==> src/rtl/tt_lfsr_scram.sv <==
// Serial LFSR engine: parity filter, free-running LFSR, and multiplicative
// (self-synchronising) scrambler/descrambler over a DEPTH-stage shift register.
module tt_lfsr_scram #(
    parameter int unsigned      DEPTH = 13,
    parameter logic [DEPTH-1:0] TAPS  = {DEPTH{1'b1}},
    parameter logic [DEPTH-1:0] SEED  = {{(DEPTH-1){1'b0}}, 1'b1},
    parameter int unsigned      CNT_W = 16
) (
    input  logic             clk,
    input  logic             rst_n,
    input  logic [1:0]       mode,
    input  logic             step,
    input  logic             in_bit,
    input  logic             load,
    input  logic [DEPTH-1:0] seed_in,
    output logic             out_valid,
    output logic             out_bit,
    output logic [DEPTH-1:0] state,
    output logic [CNT_W-1:0] bit_cnt,
    output logic             lockup
);

    typedef enum logic [1:0] {
        ModeFilter     = 2'b00,
        ModeLfsr       = 2'b01,
        ModeScramble   = 2'b10,
        ModeDescramble = 2'b11
    } mode_e;

    logic [DEPTH-1:0] r_state;
    logic [CNT_W-1:0] r_cnt;
    logic             r_valid;
    logic             r_out;
    logic             r_lock;

    mode_e            w_mode;
    logic             w_fb;
    logic             w_in_xor;
    logic             w_zero;
    logic             w_shift_in;
    logic             w_result;
    logic [DEPTH-1:0] w_next_state;

    // Bit 0 of the register is s[1], the newest stage.
    always_comb begin
        w_mode       = mode_e'(mode);
        w_fb         = ^(r_state & TAPS);
        w_in_xor     = in_bit ^ w_fb;
        w_zero       = (r_state == '0);
        w_shift_in   = in_bit;
        case (w_mode)
            ModeFilter:     w_shift_in = in_bit;
            ModeLfsr:       w_shift_in = w_fb;
            ModeScramble:   w_shift_in = w_in_xor;
            ModeDescramble: w_shift_in = in_bit;
            default:        w_shift_in = in_bit;
        endcase
        w_next_state = {r_state[DEPTH-2:0], w_shift_in};
        w_result     = 1'b0;
        case (w_mode)
            ModeFilter:     w_result = ^(w_next_state & TAPS);
            ModeLfsr:       w_result = w_fb;
            ModeScramble:   w_result = w_in_xor;
            ModeDescramble: w_result = w_in_xor;
            default:        w_result = 1'b0;
        endcase
    end

    always_ff @(posedge clk) begin
        if (rst_n) begin
            r_state <= '0;
            r_cnt   <= '0;
            r_valid <= 1'b0;
            r_out   <= 1'b0;
            r_lock  <= 1'b0;
        end else if (load) begin
            r_state <= seed_in;
            r_cnt   <= '0;
            r_valid <= 1'b0;
            r_lock  <= 1'b0;
        end else if (step) begin
            r_valid <= 1'b1;
            r_cnt   <= r_cnt + 1'b1;
            // An all-zero LFSR would never leave zero; reload and flag it.
            if (w_mode == ModeLfsr && w_zero) begin
                r_state <= SEED;
                r_out   <= 1'b0;
                r_lock  <= 1'b1;
            end else begin
                r_state <= w_next_state;
                r_out   <= w_result;
            end
        end else begin
            r_valid <= 1'b0;
        end
    end

    assign state     = r_state;
    assign bit_cnt   = r_cnt;
    assign out_valid = r_valid;
    assign out_bit   = r_out;
    assign lockup    = r_lock;

endmodule

==> config.mk <==
export PLATFORM = sky130hd
export DESIGN_NAME = tt_lfsr_scram
export DESIGN_NICKNAME = d
export VERILOG_FILES = /design/src/rtl/tt_lfsr_scram.sv
export SDC_FILE = /design/constraint.sdc
export NUM_CORES = 1
export LEC_CHECK = 0
export BUFFER_PORTS_ARGS = -buffer_cell sky130_fd_sc_hd__buf_4
export CORE_UTILIZATION = 51
export CTS_CLUSTER_SIZE = 16
export DETAILED_ROUTE_END_ITERATION = 12
export PLACE_DENSITY_LB_ADDON = 0.15
export SYNTH_ARGS = -nofsm -noshare
export SYNTH_HDL_FRONTEND = slang
export SYNTH_SLANG_ARGS = --single-unit
==> constraint.sdc <==
create_clock -name clk -period 2.39 [get_ports clk]
set_clock_uncertainty 0.2 [all_clocks]
set_input_delay 0.239 -clock clk [delete_from_list [all_inputs] [get_ports clk]]
set_output_delay 0.239 -clock clk [all_outputs]
set_load 0.1 [all_outputs]
* Word-level counts from Yosys, hierarchy flattened
Index checks and enable logic that the tools add are counted.
Storage, ports and cells: flip-flop bits (word level) 32, latch bits 0, bits in writable memories 0, memory bits (read-only) 0, input port bits 20, output and inout port bits 32, word-level logic and storage cells 29, memories 0
Operators by class: $add $sub $neg 1, multiply operators 0, div/mod/pow operators 0, $lt $le $gt $ge 0, equality and inequality tests 3, shift operators 0, muxes and demuxes 7, bitwise logic cells 2, reductions and logical operators 11
Operator list (count):
- $mux W13 | 3
- $reduce_xor A13 Y1 | 2
- $add A16 B1 Y16 const B | 1
- $logic_not A13 Y1 | 1
- $pmux W1 S3 | 2
- $reduce_or A2 Y1 | 3
- $eq A2 B2 Y1 const B | 2
- $reduce_and A2 Y1 | 2
- $eq A2 B1 Y1 const B | 1
- $logic_not A2 Y1 | 1
- $mux W1 | 2
- $reduce_bool A2 Y1 | 1
- $logic_and A1 B1 Y1 | 1
- $not A1 Y1 | 1
- $xor A1 B1 Y1 | 1

* Depth between registers and ports, before layout
depth after elaboration 6, mapped depth 8, gate-level depth less buffers 7

* Worst setup path before layout
Ideal clock, no wire load.
path type flip-flop to flip-flop, start point register r_state[8] (netlist: state[8]), end point register r_out (netlist: out_bit), setup time 0.088 ns, arrival 2.669 ns, data required time 2.102 ns, setup slack -0.567 ns, cell stages (with the launch flop) 8, buffers on the path 0, period minus slack after synthesis 2.957 ns, cells stage by stage dfxtp_1 > inv_1 > ha_1 > xnor2_1 > xnor3_2 > mux2i_1 > o2111a_1 > nor4_2
Between the ends: longest elaborated chain between the ends 6, elaborated cells between the ends (all ways) 8, classes of those cells 3 x mux; 1 x bitwise; 4 x reduce/logical
Ends and longest elaborated chain:
- start: declaration | line 30 | logic [DEPTH-1:0] r_state;
- start signal: assignment | line 77 | r_state <= seed_in;
- start signal: assignment | line 90 | r_state <= w_next_state;
- $reduce_xor A13 Y1 | line 47 | w_fb = ^(r_state & TAPS);
- $xor A1 B1 Y1 | line 48 | w_in_xor = in_bit ^ w_fb;
- $pmux W1 S3 | line 51 | case (w_mode)
- $reduce_xor A13 Y1 | line 61 | ModeFilter: w_result = ^(w_next_state & TAPS);
- $pmux W1 S3 | line 60 | case (w_mode)
- $mux W1 (*) | line 85 | if (w_mode == ModeLfsr && w_zero) begin
- end signal: assignment | line 91 | r_out <= w_result;
- end: declaration | line 33 | logic r_out;
Mark *: on every way between the ends. The rest lies on a longest branch, timed or not. A chain may end at the register's enable or synchronous reset.

* Worst setup path after layout
Same ends and word-level chain as after synthesis.

==> flow_summary.json <==
{
  "synth_area_leaders": "dfxtp_1 (36%), ha_1 (7.8%), nor2_1 (7.2%)",
  "total_power_w": 0.001401,
  "firstDrtPassIters": 5,
  "cts_root_buf": "clkbuf_4",
  "critPathLaunchType": "register",
  "die_h_um": 60.90,
  "cts.sinks": 32,
  "fin_crit_sh": 0.9756,
  "crit_type": "register to register",
  "rsz0062_at_grt": "true",
  "stdcell_count": 313,
  "final_nets": 297,
  "synth_warnings": 0,
  "clock_latency_ns": 0.34,
  "place_inst": 291,
  "hold_violations": 0,
  "drt_iter0_markers": 90,
  "synthToLayoutAreaGrowth_pct": 37.84,
  "antenna_found_initial": 0,
  "drcViolationCount": 0,
  "portBuffers": 51,
  "use_met3": 0.04904,
  "worstPathArrival_ns": 2.40,
  "syn_area_per_cell_um2": 8.715,
  "rows": 21,
  "fin_crit_ns": 2.332,
  "busiest_layer": "met2",
  "routed_wl_mm": 4.126,
  "clk_pin_slew_ns": 0.11,
  "grt_pass1_wl_mm": 6.506,
  "reg2reg_depth": 7,
  "htreeDepth": 2,
  "min_path_type": "input port to register",
  "end_kind": "register",
  "synth_largest_area_cell": "dfxtp_1",
  "status": "completed",
  "ir_drop_mv": 0.5741,
  "dpl.hpwl_mm": 2.808,
  "grt_use_met2": 0.3611,
  "pre_cts_slack_ns": 0.1115,
  "crit_required_ns": 2.46,
  "powerDensity_nw_per_um2": 574.5,
  "netlist_instances": 203,
  "critPathMaxFanout": 4,
  "reg2reg_slack_ns": 0.06,
  "grtUsageTotal": 0.2393,
  "finalSetupViolations": 0,
  "initial_core_util": 0.5302,
  "die-width_um": 60.90,
  "syn_nets": 234,
  "ys_seq_elements": 32,
  "hold_path_depth": 3,
  "worst_pin_slew_ns": 0.5841,
  "cts_buffer_depth": 2,
  "diodes": 0,
  "layout_common_cells": "buf_4 (51), nor2_1 (33), dfxtp_1 (19), inv_1 (17)",
  "final_common_cell": "buf_4",
  "die_area_um2": 3709,
  "p_leak_nw": 1.016,
  "relSlewSlack": 0.6102,
  "post_drt_wl_per_cell_um": 13.18,
  "grt_overflow": 0,
  "ys_types": 33,
  "post_cts.repair.setup_buffers": 0,
  "grt_max_degree": 29,
  "synth_top_area_share": 0.3621,
  "core_um2": 3337,
  "ios": 52,
  "layout-drive-gt1-share": 0.2959,
  "drv_cap": 0,
  "max_freq_mhz": 428.9,
  "grtUsageMet1": 0.3259,
  "drv_slew": 0,
  "syn_area_um2": 1769,
  "ys_seq_area_frac": 0.3621,
  "gp_congestion": 0.9119,
  "cts_tree": "done",
  "cts_buffers": 5,
  "layout_setup_ws_ns": 0.05843,
  "route.vias.total": 1676,
  "ant_nets": 0,
  "avgViaCountPerCell": 5.355,
  "grt_pass1_vias": 1470
}
-- synth_stat cells --
master / instances
nand4_1: 8
nand3b_1: 1
buf_1: 1
clkbuf_1: 7
or2_2: 3
xnor2_1: 14
a21o_2: 1
dfxtp_1: 32
mux2i_1: 3
xnor3_1: 2
o2111ai_1: 2
nor2b_1: 1
o21ai_0: 2
nor3_1: 12
inv_1: 17
o32ai_1: 1
a21oi_1: 1
nor2_1: 34
nand4b_1: 1
ha_1: 11
xnor3_2: 1
xor2_1: 12
o22ai_1: 1
nand2b_1: 1
nor3b_1: 1
nand3_1: 2
nand2_1: 10
nor4_2: 1
buf_2: 1
and3_1: 3
nor4_1: 2
o2111a_1: 1
a221oi_1: 13
-- worst max-delay path, stage by stage, from the launching register on --
cell	delay, ns
dfxtp_4	0.38
inv_1	0.06
ha_1	0.30
xnor2_1	0.17
xnor3_2	0.48
mux2i_2	0.19
o2111a_1	0.26
nor4_2	0.22
-- state kept, by name, summed over array words and instances, names as in the netlist --
name / flops
lockup: 1
out_bit: 1
bit_cnt: 16
state: 13
out_valid: 1
-- area by class of cell --
type	count	area, µm²
fill	262	898.4
tap	46	57.56
clock buffer	7	66.31
clock inverter	1	5.005
multi-input combinational	145	1036
inverter	17	63.81
timing repair buffer	65	523.0
sequential	32	686.9
-- kinds of logic after synthesis --
group                      Yosys count  share of synthesized area
and+or+nand+nor                     80                     0.2171
DFF                                 32                     0.3621
xor gates and xnor gates            29                     0.1676
buffers and inverters               26                    0.05587
AOI/OAI and AO/OA                   22                     0.1025
adders and majority gates           11                    0.07779
muxes                                3                    0.01697
-- where the power goes --
part / internal (W) / switching, W
Clock: 0.000177 / 0.000201
Sequential: 0.000547 / 0.0000216
Combinational: 0.000187 / 0.000268
-- per-stage QoR --
step             util  area (µm²)  hold WS (ns)   TNS, ns
4_1_cts        0.7289        2432       0.08445         0
2_1_floorplan       -        1815        0.1017  -0.04725
5_1_grt        0.7308        2439        0.1132  -0.02579
6_report       0.7308        2439       0.09390         0
3_3_place_gp   0.6655        2221        0.2646         0
3_5_place_dp   0.6655        2221        0.2628         0
-- worst paths after layout --
| check | start | end |
|---|---|---|
| setup / recovery | state[8] | out_bit |
| hold / removal | load | state[0] |
| hold reg to reg | lockup | lockup |
| setup reg to reg | state[8] | out_bit |
-- what timing repair did --
item	CTS	global route
hold buffers	14	0
hold endpoints to repair	14	0
setup endpoints to repair	0	3
gates resized for setup	0	2
-- metal layers --
layer	part of all wire	vias up
met1	0.48	773
met2	0.44	63
met3	0.061	11
met5	0	-
met4	0.019	0
li1	-	829
No activity file was read; power rests on OpenSTA's default activity.
